## config.mk

```make
export PLATFORM = sky130hd
export DESIGN_NAME = sdram_port_arbiter
export DESIGN_NICKNAME = d
export VERILOG_FILES = /design/src/rtl/sdram_arb_pkg.sv /design/src/rtl/sdram_arb_tag_fifo.sv /design/src/rtl/sdram_port_arbiter.sv
export SDC_FILE = /design/constraint.sdc
export NUM_CORES = 1
export LEC_CHECK = 0
export BUFFER_PORTS_ARGS = -buffer_cell sky130_fd_sc_hd__buf_4
export CAP_MARGIN = 15
export CORE_UTILIZATION = 25
export DETAILED_ROUTE_END_ITERATION = 10
export GPL_ROUTABILITY_DRIVEN = 0
export PLACE_DENSITY = 0.65
export SYNTH_ARGS = -nofsm -noshare
export SYNTH_HDL_FRONTEND = slang
export SYNTH_HIERARCHICAL = 1
export SYNTH_SLANG_ARGS = --single-unit
```

## constraint.sdc

```tcl
create_clock -name clock -period 6.3 [get_ports clock]
set_input_delay 0 -clock clock [delete_from_list [all_inputs] [get_ports clock]]
set_output_delay 0 -clock clock [all_outputs]
set_load 0.05 [all_outputs]
```

## src/rtl/sdram_arb_pkg.sv

```systemverilog
// Shared definitions for the two-port SDRAM arbiter: owner IDs and arbiter state.
package sdram_arb_pkg;

  localparam logic OWNER_ABUS = 1'b0;
  localparam logic OWNER_CPU  = 1'b1;

  typedef enum logic {
    IDLE = 1'b0,
    HOLD = 1'b1
  } arb_state_e;

endpackage

```

## src/rtl/sdram_arb_tag_fifo.sv

```systemverilog
// Small synchronous FIFO holding the issuing-port ID of each outstanding read.
module sdram_arb_tag_fifo #(
  parameter int DEPTH = 4,
  parameter int WIDTH = 1
) (
  input  logic             clock,
  input  logic             reset,
  input  logic             push_i,
  input  logic [WIDTH-1:0] push_data_i,
  input  logic             pop_i,
  output logic             full_o,
  output logic             empty_o,
  output logic [WIDTH-1:0] head_o
);

  localparam int PTR_W = $clog2(DEPTH);
  localparam int CNT_W = PTR_W + 1;

  logic [WIDTH-1:0] mem_q [DEPTH];
  logic [PTR_W-1:0] wr_ptr_q, wr_ptr_d;
  logic [PTR_W-1:0] rd_ptr_q, rd_ptr_d;
  logic [CNT_W-1:0] count_q, count_d;
  logic             push_ok, pop_ok;

  // Pointers wrap naturally because DEPTH is a power of two.
  always_comb begin
    full_o   = (count_q == CNT_W'(DEPTH));
    empty_o  = (count_q == CNT_W'(0));
    head_o   = mem_q[rd_ptr_q];
    push_ok  = push_i & ~full_o;
    pop_ok   = pop_i & ~empty_o;
    wr_ptr_d = push_ok ? (wr_ptr_q + PTR_W'(1)) : wr_ptr_q;
    rd_ptr_d = pop_ok ? (rd_ptr_q + PTR_W'(1)) : rd_ptr_q;
    case ({push_ok, pop_ok})
      2'b10:   count_d = count_q + CNT_W'(1);
      2'b01:   count_d = count_q - CNT_W'(1);
      default: count_d = count_q;
    endcase
  end

  always_ff @(posedge clock or posedge reset) begin
    if (reset) begin
      wr_ptr_q <= PTR_W'(0);
      rd_ptr_q <= PTR_W'(0);
      count_q  <= CNT_W'(0);
      for (int i = 0; i < DEPTH; i++) begin
        mem_q[i] <= WIDTH'(0);
      end
    end else begin
      wr_ptr_q <= wr_ptr_d;
      rd_ptr_q <= rd_ptr_d;
      count_q  <= count_d;
      if (push_ok) begin
        mem_q[wr_ptr_q] <= push_data_i;
      end
    end
  end

endmodule

```

## src/rtl/sdram_port_arbiter.sv

```systemverilog
// Shares one SDRAM controller Avalon-MM slave between the A-bus bridge (port 0)
// and the CPU/DMA master (port 1), steering read returns back by issue order.
module sdram_port_arbiter
  import sdram_arb_pkg::*;
#(
  parameter int ADDR_W       = 24,
  parameter int DATA_W       = 16,
  parameter int MAX_PENDING  = 4,
  parameter int STARVE_LIMIT = 8
) (
  input  logic                clock,
  input  logic                reset,
  input  logic [ADDR_W-1:0]   m0_address,
  input  logic                m0_read,
  input  logic                m0_write,
  input  logic [DATA_W-1:0]   m0_writedata,
  input  logic [DATA_W/8-1:0] m0_byteenable,
  output logic                m0_waitrequest,
  output logic [DATA_W-1:0]   m0_readdata,
  output logic                m0_readdatavalid,
  input  logic [ADDR_W-1:0]   m1_address,
  input  logic                m1_read,
  input  logic                m1_write,
  input  logic [DATA_W-1:0]   m1_writedata,
  input  logic [DATA_W/8-1:0] m1_byteenable,
  output logic                m1_waitrequest,
  output logic [DATA_W-1:0]   m1_readdata,
  output logic                m1_readdatavalid,
  output logic [ADDR_W-1:0]   s_address,
  output logic                s_read,
  output logic                s_write,
  output logic [DATA_W-1:0]   s_writedata,
  output logic [DATA_W/8-1:0] s_byteenable,
  input  logic                s_waitrequest,
  input  logic [DATA_W-1:0]   s_readdata,
  input  logic                s_readdatavalid,
  output logic                err_orphan_rdv
);

  localparam int STARVE_W = $clog2(STARVE_LIMIT + 1);
  localparam logic [STARVE_W-1:0] STARVE_MAX = STARVE_W'(STARVE_LIMIT);

  arb_state_e          state_q, state_d;
  logic                owner_q, owner_d;
  logic [STARVE_W-1:0] starve_q, starve_d;
  logic                err_q, err_d;

  logic req1, elig0, elig1;
  logic has_owner, owner, grant;
  logic own_read, own_write, accepted;
  logic fifo_full, fifo_empty, fifo_head, fifo_push, fifo_pop;

  // Arbitration and next state; a read counts as eligible only with FIFO room.
  always_comb begin
    req1      = m1_read | m1_write;
    elig0     = m0_read ? ~fifo_full : m0_write;
    elig1     = m1_read ? ~fifo_full : m1_write;
    has_owner = 1'b0;
    owner     = OWNER_ABUS;
    state_d   = state_q;
    owner_d   = owner_q;
    case (state_q)
      IDLE: begin
        if (elig1 && ((starve_q == STARVE_MAX) || !elig0)) begin
          has_owner = 1'b1;
          owner     = OWNER_CPU;
        end else if (elig0) begin
          has_owner = 1'b1;
          owner     = OWNER_ABUS;
        end else begin
          has_owner = 1'b0;
          owner     = OWNER_ABUS;
        end
        if (has_owner && s_waitrequest) begin
          state_d = HOLD;
          owner_d = owner;
        end else begin
          state_d = IDLE;
        end
      end
      HOLD: begin
        has_owner = 1'b1;
        owner     = owner_q;
        if (!s_waitrequest) begin
          state_d = IDLE;
        end else begin
          state_d = HOLD;
        end
      end
      default: begin
        state_d = IDLE;
      end
    endcase
  end

  // Command mux; reset blanks the bus combinationally so it takes effect at once.
  always_comb begin
    grant          = has_owner & ~reset;
    own_read       = (owner == OWNER_CPU) ? m1_read : m0_read;
    own_write      = (owner == OWNER_CPU) ? m1_write : m0_write;
    s_read         = grant & own_read;
    s_write        = grant & own_write & ~own_read;
    s_address      = (owner == OWNER_CPU) ? m1_address : m0_address;
    s_writedata    = (owner == OWNER_CPU) ? m1_writedata : m0_writedata;
    s_byteenable   = (owner == OWNER_CPU) ? m1_byteenable : m0_byteenable;
    m0_waitrequest = ~(grant && (owner == OWNER_ABUS)) | s_waitrequest;
    m1_waitrequest = ~(grant && (owner == OWNER_CPU)) | s_waitrequest;
    accepted       = grant & ~s_waitrequest;
    fifo_push      = accepted & s_read;
  end

  // Starvation counter and read-return steering.
  always_comb begin
    if (req1 && !(accepted && (owner == OWNER_CPU))) begin
      starve_d = (starve_q == STARVE_MAX) ? starve_q : (starve_q + STARVE_W'(1));
    end else begin
      starve_d = STARVE_W'(0);
    end
    fifo_pop         = s_readdatavalid & ~fifo_empty & ~reset;
    m0_readdatavalid = fifo_pop & (fifo_head == OWNER_ABUS);
    m1_readdatavalid = fifo_pop & (fifo_head == OWNER_CPU);
    m0_readdata      = s_readdata;
    m1_readdata      = s_readdata;
    err_d            = err_q | (s_readdatavalid & fifo_empty);
    err_orphan_rdv   = err_q;
  end

  always_ff @(posedge clock or posedge reset) begin
    if (reset) begin
      state_q  <= IDLE;
      owner_q  <= OWNER_ABUS;
      starve_q <= STARVE_W'(0);
      err_q    <= 1'b0;
    end else begin
      state_q  <= state_d;
      owner_q  <= owner_d;
      starve_q <= starve_d;
      err_q    <= err_d;
    end
  end

  sdram_arb_tag_fifo #(
    .DEPTH (MAX_PENDING),
    .WIDTH (1)
  ) u_tag_fifo (
    .clock       (clock),
    .reset       (reset),
    .push_i      (fifo_push),
    .push_data_i (owner),
    .pop_i       (fifo_pop),
    .full_o      (fifo_full),
    .empty_o     (fifo_empty),
    .head_o      (fifo_head)
  );

endmodule

```

==> metrics.md <==
| Metric | Value |
|---|---|
| Status | completed |
| Fin Hold WS | about 0.024 ps |
| Worst reg-to-reg setup slack | approximately 3200 ps |
| Sequential share of the synthesized area | 0.233 |
| R2R Path Start | u_tag_fifo/count_q[0] |
| Inserted Clock Buffers | 3 |
| Critical Path RT | 6470 ps |
| Drt total wl | around 5200 µm |
| Post-Syn Nets | a little over 300 |
| Die Height | 89.9 µm |
| Slew headroom | 0.586 |
| Slowest CP cell | dfrtp_1 |
| Final setup TNS | 0 ps |
| Initial Utilization | 0.262 |
| Commonest non-fill, non-tap cell in the layout | buf_4 |
| Tot Pwr | slightly above 1 mW |
| Ports | around 190 |
| Vias per cell | around 4.3 |
| Post-CTS setup repair buffer count | 0 |
| Rows | 31 |
| Inst Count DP | 394 |
| Final nets | between 400 and 500 |
| Crit Path Class | reg -> reg |
| Fin util | 0.390 |
| Total GRT Usage | 0.122 |
| Cell Pwr Density | about 360 nW/µm² |
| Hold Vio Cnt, Final | 0 |
| Setup-failing EPs final | 0 |
| Avg WL per Cell | between 10 and 15 µm |
| Clock Latency Late Sink | 250 ps |
| Die Width | around 90 µm |
| First-pass GRT wire length | approximately 8000 µm |
| Number of global-route vias before repair | ~1800 |
| Startpoint Class | flop |
| Worst-Margin Slew | between 600 and 700 ps |
| Largest fanout on the critical path | 8 |
| DRT antenna net count | 0 |
| Layout cell share with drive strength beyond 1 | 0.648 |
| Count of cell types in the netlist | 39 |
| Initial antenna violation count | 0 |
| Worst path cell trace | nor3b_4 > nand2b_1 > a21boi_1 > o31a_4 > mux2i_1 > nand2b_1 > ha_1 > inv_1 > fa_1 > xor2_1 > nor2_1 > xor2_1 |
| Htree depth | 1 |
| Clock-pin slew on the worst setup and hold paths | around 60 ps |
| Hold path depth | 0 |
| Avg Cell Area, Syn | roughly 9.9 µm² |
| Worst Hold End | m1_readdata[0] |
| CP Capture Type | flop |
| Synth Warn # | 6 |
| Grt ovf | 0 |
| CTS tree | done |
| Final count of pins violating max slew | 0 |
| VDD IR-drop max | approximately 0.00011 V |
| CP max stage delay | ~450 ps |
| Clock root buffer | clkbuf_8 |
| Final Skew | 3.07 ps |
| DP HPWL | 4370 µm |
| CTS max path bufs | 2 |
| Area growth syn-to-layout | 49.0% |
| Min cycle time layout | 3090 ps |
| Sink Count | 18 |
| Pin count of the biggest net entering global routing | 53 |
| Initial DRC count | 26 |
| # port buffers | 140 |
| RSZ-0062 raised after global routing | no |
| Synthesized area | approximately 1900 µm² |
| Reg2Reg Depth | 12 |
| Diode count | 0 |
| Via count | 1721 |
| Achievable Freq | approximately 320 MHz |
| Residual DRC | 0 |
| Max Cap Viol | 0 |
| Post-route insts no fill | 400 |
| Hold/Removal Path Class | in -> out |
| Leakage | 1.44 nW |
| Core area | around 7400 µm² |
| Arrival @ worst endpoint | 3260 ps |
| Most frequent cells in the layout | 140 x buf_4, 37 x mux2_2, 18 x dfrtp_1 |
| Final Cycle Share | 0.491 |
| FF-to-FF End | u_tag_fifo/count_q[2] |
| Post_cts resized | 0 |
| Post-Synthesis Cells | roughly 190 |
| Die area | about 8100 µm² |
| Router iterations before antenna repair | 4 |
| Hold_sp | s_readdata[0] |
| #FFs+latches synth | 18 |
## kinds of logic after synthesis
kind of cell | count (synthesis) | share of synthesized area
AO/OA/AOI/OAI | 23 | 0.0869
AND/OR/NAND/NOR | 35 | 0.103
buffers and inverters | 53 | 0.186
XOR/XNOR | 9 | 0.0409
multiplexers | 48 | 0.294
adder cells (fa/ha/maj) | 8 | 0.0558
flip-flops | 18 | 0.233
## worst max-delay path by stage
stage,start,endpoint,slack (ps),cells after the start
after CTS,u_tag_fifo/count_q[0],u_tag_fifo/count_q[2],3200,12
after global placement,u_tag_fifo/count_q[0],u_tag_fifo/count_q[2],3330,12
final,u_tag_fifo/count_q[0],u_tag_fifo/count_q[2],3210,12
after floorplan,u_tag_fifo/count_q[0],u_tag_fifo/count_q[2],3580,13
after global routing,u_tag_fifo/count_q[0],u_tag_fifo/count_q[2],3010,12
after detailed placement,u_tag_fifo/count_q[0],u_tag_fifo/count_q[2],3220,12
## metrics by stage
| step | worst slack [ps] | area (µm²) |
|---|---|---|
| after global placement | 3330 | 2800 |
| final | 3210 | 2880 |
| after CTS | 3200 | 2880 |
| after global routing | 3010 | 2880 |
| after detailed placement | 3220 | 2800 |
| after floorplan | 3580 | 1930 |
## cells in the mapped netlist, drive strengths merged
cell / instances / share of area
mux2: 44 / 0.27
buf: 38 / 0.16
dfrtp: 18 / 0.23
nand2: 16 / 0.031
inv: 14 / 0.029
o21ai: 8 / 0.021
ha: 7 / 0.045
nor2: 5 / 0.0097
xor2: 5 / 0.023
a211oi: 4 / 0.016
nand2b: 4 / 0.018
xnor2: 4 / 0.018
mux2i: 3 / 0.016
nand3: 3 / 0.0078
a21boi: 2 / 0.0097
a21oi: 2 / 0.0052
a41oi: 2 / 0.0091
and2: 2 / 0.0065
nor3b: 2 / 0.014
o31a: 2 / 0.014
a21o: 1 / 0.0039
clkbuf: 1 / 0.0019
fa: 1 / 0.010
mux4: 1 / 0.012
nand3b: 1 / 0.010
nor2b: 1 / 0.0032
nor3: 1 / 0.0026
o21bai: 1 / 0.0039
o32ai: 1 / 0.0045
## per-layer routing
layer / up-vias / GRT usage / part of all wire
met4: 0 / 0.0215 / 0.0061
met1: 802 / 0.141 / 0.40
li1: 840 / - / -
met2: 69 / 0.228 / 0.52
met5: - / 0 / 0
met3: 10 / 0.0313 / 0.070
## critical path: cells and delay by family, from the launching register on
| family | cells | cell delay (ps) |
|---|---|---|
| AOI/OAI and AO/OA | 2 | 470 |
| xor gates and xnor gates | 2 | 300 |
| adders and majority gates | 2 | 610 |
| buffers and inverters | 1 | 70 |
| DFF | 1 | 450 |
| muxes | 1 | 200 |
| and+or+nand+nor | 4 | 910 |
## flip-flops by register name (all words and copies together) (netlist names)
| signal | cells |
|---|---|
| starve_q | 4 |
| u_tag_fifo/mem_q | 4 |
| u_tag_fifo/count_q | 3 |
| u_tag_fifo/rd_ptr_q | 2 |
| u_tag_fifo/wr_ptr_q | 2 |
| err_orphan_rdv | 1 |
| owner_q | 1 |
| state_q | 1 |
## repair_timing
action	CTS	global route
hold endpoints to repair	19	0
hold buffers	2	0
endpoints found under the setup margin	0	0
## layout make-up
class                   instances  area [µm²]
repair buffers                142        1070
fillers                       759        4490
inverters                      14        55.1
flip-flops and latches         18         450
well taps                      99         124
multi-input cells             123        1120
clock buffers                   4        55.1
## where the power goes
| group | switching, mW | total [mW] | internal, mW |
|---|---|---|---|
| combinational | 0.429 | 0.723 | 0.294 |
| clock | 0.0369 | 0.0923 | 0.0554 |
| sequential | 0.0515 | 0.219 | 0.167 |
| total | 0.518 | 1.03 | 0.516 |
Power figures use the tool's default switching activity.
